### config.mk
export PLATFORM = sky130hd
export DESIGN_NAME = aes128_round_sequencer
export DESIGN_NICKNAME = d
export VERILOG_FILES = /design/src/rtl/aes128_round_sequencer.sv
export SDC_FILE = /design/constraint.sdc
export NUM_CORES = 1
export LEC_CHECK = 0
export ABC_AREA = 1
export CORE_AREA = 3 3 307 309
export DETAILED_ROUTE_END_ITERATION = 7
export DIE_AREA = 0 0 310 312
export GPL_TIMING_DRIVEN = 0
export SLEW_MARGIN = 20
export SYNTH_ARGS = -nofsm -noshare
export SYNTH_HDL_FRONTEND = slang
export SYNTH_SLANG_ARGS = --single-unit
### constraint.sdc
create_clock -name clk_i -period 4.01 [get_ports clk_i]
set_input_delay 0.802 -clock clk_i [delete_from_list [all_inputs] [get_ports clk_i]]
set_output_delay 0.802 -clock clk_i [all_outputs]
set_load 0.02 [all_outputs]
### src/rtl/aes128_round_sequencer.sv
// AES-128 iterative round sequencer: owns the cipher state, schedules round keys and the shared round unit.
// Optional abort input is compiled in when AES_SEQ_ABORT_EN is defined.
module aes128_round_sequencer #(
  parameter int unsigned NR     = 10,
  parameter int unsigned DATA_W = 128
) (
  input  logic              clk_i,
  input  logic              rst_ni,
`ifdef AES_SEQ_ABORT_EN
  input  logic              abort_i,
`endif
  input  logic              in_valid_i,
  output logic              in_ready_o,
  input  logic [DATA_W-1:0] plain_text_i,
  output logic [3:0]        rk_idx_o,
  input  logic [DATA_W-1:0] rk_data_i,
  output logic [DATA_W-1:0] round_in_o,
  output logic [DATA_W-1:0] round_key_o,
  output logic              round_final_o,
  input  logic [DATA_W-1:0] round_out_i,
  output logic              out_valid_o,
  input  logic              out_ready_i,
  output logic [DATA_W-1:0] cipher_text_o,
  output logic              busy_o
);

  localparam int unsigned RND_W = 4;
  localparam logic [RND_W-1:0] RND_LAST = RND_W'(NR);

  typedef enum logic [1:0] {
    IDLE = 2'd0,
    RUN  = 2'd1,
    DONE = 2'd2
  } state_e;

  state_e              state_q, state_d;
  logic [RND_W-1:0]    rnd_q, rnd_d;
  logic [DATA_W-1:0]   st_q, st_d;
  logic [DATA_W-1:0]   ct_q, ct_d;
  logic                out_valid_q, out_valid_d;
  logic                in_ready_q, in_ready_d;
  logic                busy_q, busy_d;
  logic                final_q, final_d;
  logic                abort_w;

`ifdef AES_SEQ_ABORT_EN
  assign abort_w = abort_i;
`else
  assign abort_w = 1'b0;
`endif

  // State register and all registered outputs
  always_ff @(posedge clk_i or negedge rst_ni) begin
    if (!rst_ni) begin
      state_q     <= IDLE;
      rnd_q       <= '0;
      st_q        <= '0;
      ct_q        <= '0;
      out_valid_q <= 1'b0;
      in_ready_q  <= 1'b0;
      busy_q      <= 1'b0;
      final_q     <= 1'b0;
    end else begin
      state_q     <= state_d;
      rnd_q       <= rnd_d;
      st_q        <= st_d;
      ct_q        <= ct_d;
      out_valid_q <= out_valid_d;
      in_ready_q  <= in_ready_d;
      busy_q      <= busy_d;
      final_q     <= final_d;
    end
  end

  // Next-state logic; registered flags are derived from the next state so they line up with it
  always_comb begin
    state_d     = state_q;
    rnd_d       = rnd_q;
    st_d        = st_q;
    ct_d        = ct_q;
    out_valid_d = out_valid_q;

    case (state_q)
      IDLE: begin
        if (in_valid_i && in_ready_q) begin
          st_d    = plain_text_i ^ rk_data_i;
          rnd_d   = RND_W'(1);
          state_d = RUN;
        end
      end
      RUN: begin
        st_d = round_out_i;
        if (rnd_q >= RND_LAST) begin
          ct_d        = round_out_i;
          out_valid_d = 1'b1;
          rnd_d       = '0;
          state_d     = DONE;
        end else begin
          rnd_d = rnd_q + RND_W'(1);
        end
      end
      DONE: begin
        if (out_ready_i) begin
          out_valid_d = 1'b0;
          state_d     = IDLE;
        end
      end
      default: begin
        state_d     = IDLE;
        rnd_d       = '0;
        out_valid_d = 1'b0;
      end
    endcase

    // Abort wins over both the last-round transition and the output handshake
    if (abort_w && (state_q != IDLE)) begin
      state_d     = IDLE;
      rnd_d       = '0;
      st_d        = '0;
      ct_d        = '0;
      out_valid_d = 1'b0;
    end

    in_ready_d = (state_d == IDLE);
    busy_d     = (state_d == RUN) || (state_d == DONE);
    final_d    = (state_d == RUN) && (rnd_d == RND_LAST);
  end

  // rnd is held at zero in IDLE and DONE, so it doubles as the key index
  assign rk_idx_o      = rnd_q;
  assign round_in_o    = st_q;
  assign round_key_o   = rk_data_i;
  assign round_final_o = final_q;
  assign out_valid_o   = out_valid_q;
  assign in_ready_o    = in_ready_q;
  assign cipher_text_o = ct_q;
  assign busy_o        = busy_q;

endmodule

==> flow_summary.yaml, run 1 <==
outcome:
  status: "finished, final reports clean"
die:
  die_h_microns: 312
  coreArea_sq_um: 91700
  start_util_pct: 14.1
  ios: 780
  design.die.area_sq_um: 96700
  die_w_microns: 310
  placementRows: 111
cts:
  cts-root-buf: "clkbuf_16"
  post_cts_resized: 0
  cts_tree: "done"
  clk_latency_ns: 0.56
  cts_buffer_depth: 3
  htreeDepth: 2
  ctsHoldBuffers: 0
  cts_buffers: 35
  cts_sinks: 266
  postCtsSetupRepairBufs: 0
  clkTransAtPathRegs_ns: 0.06
logic_synthesis:
  ys_warn_count: 0
  seq_area_frac_synth_pct: 51.5
  synth.top_cells.by_area: "dfrtp_1 51%, nand2_1 10%, buf_4 8.0%"
  yosysTopAreaCell: "dfrtp_1"
  synth_commonest_cells: "351 x nand2_1, 266 x dfrtp_1, 137 x buf_4"
  synth_edf_count: 0
  synthFlopType: "dfrtp_1"
  synth_cells: 1355
  ys_ff_latch: 266
  synth_nets: 1747
  syn_area_sq_um: 12900
  synth_area_per_cell_sq_um: 9.54
  synth.distinct_cells: 24
  synth_top_area_share_pct: 51.5
  synthMostInstantiatedCell: "nand2_1"
  synthArstFlopShare_pct: 100
finish:
  final_net_count: 2566
  layout-drive-gt1-share_pct: 11.5
  final_area_sq_um: 23500
  syn2layout_area_growth_pct: 81.4
worst_hold_path:
  min_path_type: "in2async"
global_route:
  grt_max_degree: 90
  grt_pass1_wl_mm: 101
  track_usage_pct: 14.8
  grt_overflow_total: 0
  antenna_found_initial: 18
  grt_pass1_vias: 13400
placement:
  dp_hpwl_mm: 60.9
  placed_cell_area_sq_um: 22300
  portBuffers: 779
  finalWeightedCongestion: 0.842
detailed_routing:
  vias: 12900
  drc: 0
  antenna_left: 0
  dr.pass1.iters: 7
  wire_per_inst_microns: 22.0
  first_iter_violations: 628
  viasPerCell: 3.79
  wl_mm: 74.7
sta:
  tightest_slew_ns: 1.12
  period_minus_slack_ns: 3.00
  rsz0062_at_grt: "no"
  setup_violations: 0
  drv_slew: 0
  slew_headroom_pct: 25.5
  period_share_pct: 74.9
  fin_setup_tns_ns: 0
  fmax_mhz: 333
  hold_viol: 0
  skew_ns: 0.0219
worst_setup_path:
  required_ns: 3.21
  path_common_cell: "clkdlybuf4s50_1"
  cpMaxStageDelayCell: "clkdlybuf4s50_1"
  reg2reg_depth: 15
  crit_arrival_ns: 2.20
  crit_cells: 3
  slowest_delay_ns: 0.67
  start_kind: "primary input"
  worstSetupPathType: "in2out"
  critical_path.max_fanout: 2
  crit_buf_inv: 3
  path_cells: "clkdlybuf4s50_1 -> buf_4 -> clkdlybuf4s50_1"
  critPathTopFamily: "buffers and inverters"
  endpoint_kind: "output pin"
power:
  peakVddDrop_mv: 0.284
  finalPower_mw: 17.4
  total_leakage_power_nw: 9.94
  power_density_nw_per_um2: 743
job:
  maxCapViolCount: 0
-- power by group --
| part | total (mW) | internal, mW | switching (mW) |
|---|---|---|---|
| registers | 4.85 | 4.06 | 0.794 |
| clock network | 3.21 | 1.92 | 1.29 |
| logic | 9.37 | 3.94 | 5.44 |
| total | 17.4 | 9.91 | 7.52 |
-- final cells by class --
cell class              instances  area (sq um)
diodes                          6          15.0
well taps                    1186          1480
flip-flops and latches        266          6660
clock inverters                10           109
inverters                     100           375
fillers                      9936         68200
repair buffers                782          7890
multi-input cells             786          4490
clock buffers                  50          1030
plain buffers                 203          1410
-- routing by layer --
metal  global-route usage [%]  wire length (microns)  share of wire, %
met1                     18.0                  30600                41
met2                     25.0                  35500                48
met3                     4.60                   6570               8.8
met4                     4.02                   1960               2.6
met5                        0                     51             0.068
-- worst register-to-register path, delay by kind of cell (launching register included) --
kind | cells | cell delay (ns)
buffers and inverters | 5 | 0.76
and+or+nand+nor | 7 | 0.75
DFF | 1 | 0.44
adders and majority gates | 2 | 0.34
AOI/OAI and AO/OA | 1 | 0.19
-- path summary, 6_finish.rpt --
kind / from / endpoint / slack (ns)
max: rk_data_i[8] / round_key_o[8] / 1.01
min: rst_ni / round_in_o[5]$_DFFE_PN0P_ / 0.15
max reg2reg: rk_idx_o[0]$_DFF_PN0_ / round_final_o$_DFF_PN0_ / 1.46
min reg2reg: cipher_text_o[117]$_DFFE_PN0P_ / cipher_text_o[117]$_DFFE_PN0P_ / 0.47
max in group asynchronous: rst_ni / round_in_o[86]$_DFFE_PN0P_ / 2.63
min in group clk_i: cipher_text_o[117]$_DFFE_PN0P_ / cipher_text_o[117]$_DFFE_PN0P_ / 0.47
-- through the flow --
step	hold slack [ns]	worst slack, ns	cells	utilization [%]
after floorplan	0.506	2.08	1355	-
after global placement	0.455	-10.55	3320	24.2
after detailed placement	0.457	0.562	3323	24.3
after CTS	0.111	0.985	3383	25.6
after global routing	0.148	0.999	3384	25.6
final	0.151	1.01	3389	25.6
-- layout by cell type, fill, tap and decap left out --
cell type        count
o221ai_1            54
xor2_1              23
nand2_4              1
o21ai_0             70
o211ai_1            64
bufinv_16            2
clkinvlp_4           2
clkbuf_1            34
o21ai_1             22
buf_1                1
buf_4              137
o221ai_2            10
clkdlybuf4s50_1    778
inv_2                5
buf_16               3
nor2_4               2
o21a_1               1
buf_2               24
buf_8                1
nand3_1             70
buf_6               14
diode_2              6
nand4_1              1
dfrtp_1            266
clkinv_2             5
clkinv_4             1
clkbuf_16           37
nand2_2              2
ha_1                 4
xnor2_1            105
inv_1               95
nand2_1            351
clkbuf_8             6
nor2_1               6
-- logic make-up after synthesis --
logic type,share of synthesized area [%]
adders and majority gates,0.387
DFF,51.5
and+or+nand+nor,13.5
buffers and inverters,13.8
AOI/OAI and AO/OA,12.2
xor gates and xnor gates,8.67
-- sequential cells by signal, indices dropped and copies added, names as in the netlist --
signal,cells
round_final_o,1
round_in_o,128
in_ready_o,1
out_valid_o,1
busy_o,1
cipher_text_o,128
rk_idx_o,4
state_q,2
No activity file was read; power rests on OpenSTA's default activity.
==> run 2: changes to the inputs <==
- CORE_AREA: 3 3 307 309 -> 3 3 299 301
- DIE_AREA: 0 0 310 312 -> 0 0 302 304
- clock period: 4.01 -> 2.75 ns (I/O delays scaled with it)
==> run 2 against run 1 <==
Register-to-register slack worse by 1.2 ns. Critical endpoint is now round_key_o[62]. Routed wire length is 2.5% lower. Clock skew is 0.0051 ns lower. Cell area is 0.20% lower.
==> flow_summary.yaml, run 2 (synthesized netlist as in run 1, its figures left out) <==
detailed_routing:
  dr.pass1.iters: 5
  viasPerCell: 3.83
  antenna_left: 0
  drc: 0
  first_iter_violations: 638
  wire_per_inst_microns: 21.7
  wl_mm: 72.8
  vias: 12900
sta:
  rsz0062_at_grt: "no"
  fin_setup_tns_ns: 0
  slew_headroom_pct: 31.4
  period_share_pct: 94.6
  fmax_mhz: 384
  skew_ns: 0.0168
  drv_slew: 0
  setup_violations: 0
  period_minus_slack_ns: 2.60
  tightest_slew_ns: 1.03
  timing.final.ws_setup_ns: 0.149
  hold_viol: 0
die:
  ios: 780
  placementRows: 108
  die_h_microns: 304
  coreArea_sq_um: 86900
  design.die.area_sq_um: 91800
  start_util_pct: 14.9
  die_w_microns: 302
worst_setup_path:
  critPathTopFamily: "buffers and inverters"
  path_cells: "clkdlybuf4s50_1 -> buf_4 -> clkdlybuf4s50_1"
  slowest_delay_ns: 0.87
  rr_startpoint: "rk_idx_o[0]$_DFF_PN0_"
  worstSetupPathType: "in2out"
  cpMaxStageDelayCell: "clkdlybuf4s50_1"
  reg2reg_depth: 15
  path_common_cell: "clkdlybuf4s50_1"
  required_ns: 2.20
  reg2reg_setup_slack_ns: 0.29
  crit_arrival_ns: 2.05
  crit_buf_inv: 3
  r2r_end: "round_final_o$_DFF_PN0_"
  endpoint_kind: "output pin"
  critical_path.max_fanout: 2
  start_kind: "primary input"
global_route:
  track_usage_pct: 15.2
  grt_pass1_wl_mm: 99.9
  grt_max_degree: 90
  grt_overflow_total: 0
  grt_pass1_vias: 13200
  antenna_found_initial: 19
power:
  p_clk_share_pct: 18.1
  power_density_nw_per_um2: 1080
  p_sw_mw: 10.8
  swShare_pct: 42.8
  pwr-share-seq_pct: 28.3
  total_leakage_power_nw: 9.94
  finalPower_mw: 25.2
  peakVddDrop_mv: 0.447
  p_int_mw: 14.4
  pwr-share-comb_pct: 53.6
finish:
  final_cell_mix: "778 x clkdlybuf4s50_1, 351 x nand2_1, 266 x dfrtp_1, 136 x buf_4, 105 x xnor2_1"
  fillCellCount: 9308
  layout_commonest_cell: "clkdlybuf4s50_1"
  syn2layout_area_growth_pct: 81.1
  final_net_count: 2566
  final_area_sq_um: 23400
  layout-drive-gt1-share_pct: 11.4
outcome:
  status: "finished, final reports clean"
job:
  maxCapViolCount: 0
cts:
  cts-root-buf: "clkbuf_16"
  cts_sinks: 266
  cts_tree: "done"
  clk_latency_ns: 0.53
  clkTransAtPathRegs_ns: 0.06
  cts_buffers: 34
  cts_buffer_depth: 3
  postCtsSetupRepairBufs: 0
  htreeDepth: 2
placement:
  place_ws_ns: -0.344
  portBuffers: 779
  finalWeightedCongestion: 0.893
  dp_hpwl_mm: 59.9
  placed_cell_area_sq_um: 22300
worst_hold_path:
  min_path_type: "in2async"
run 2: layout make-up:
class / count / area (sq um) / area share, %
clock inverters: 9 / 95.1 / 0.406
diodes: 8 / 20.0 / 0.0855
clock buffers: 49 / 1020 / 4.36
multi-input cells: 786 / 4490 / 19.2
inverters: 100 / 375 / 1.60
repair buffers: 783 / 7900 / 33.7
flip-flops and latches: 266 / 6660 / 28.4
plain buffers: 203 / 1420 / 6.05
well taps: 1155 / 1450 / 6.17
run 2: worst max path at each step:
stage                     cells after the start  slack, ns                          to                  start
after global placement                        1     -11.38  round_in_o[76]$_DFFE_PN0P_                 rst_ni
after CTS                                    15       0.09     round_final_o$_DFF_PN0_  rk_idx_o[0]$_DFF_PN0_
after floorplan                              15       0.82     round_final_o$_DFF_PN0_  rk_idx_o[0]$_DFF_PN0_
final                                         3       0.15             round_key_o[62]          rk_data_i[62]
after detailed placement                     11      -0.34     round_final_o$_DFF_PN0_             in_valid_i
after global routing                          3       0.08             round_key_o[62]          rk_data_i[62]
run 2: what timing repair did:
item / 4_1_cts / 5_1_grt
endpoints found under the hold margin: 9 / 0
resized for setup: 0 / 1
setup endpoints to repair: 0 / 1
hold buffers: 1 / 0
run 2: power by group through the flow:
stage,Sequential (mW),Clock (mW),Combinational [mW]
6_report,7.13,4.57,13.5
5_1_grt,7.36,4.89,14.5
4_1_cts,7.13,4.76,13.8
3_5_place_dp,7.13,0,13.8
3_3_place_gp,7.11,0,13.7
2_1_floorplan,9.38,0,3.91
run 2: routing by layer:
| layer | GRT usage [%] | wire length, microns | vias up |
|---|---|---|---|
| li1 | - | - | 5979 |
| met2 | 25.4 | 34400 | 577 |
| met3 | 4.38 | 5760 | 94 |
| met4 | 3.71 | 1750 | 2 |
| met5 | 0 | 7 | - |
| met1 | 19.2 | 30900 | 6227 |
run 2: metrics by stage:
stage	utilization (%)	std cells	hold slack, ns
floorplan	-	1355	0.254
global placement	25.5	3289	0.454
detailed placement	25.6	3292	0.357
CTS	26.9	3351	0.361
global route	26.9	3355	0.384
finish	26.9	3359	0.412
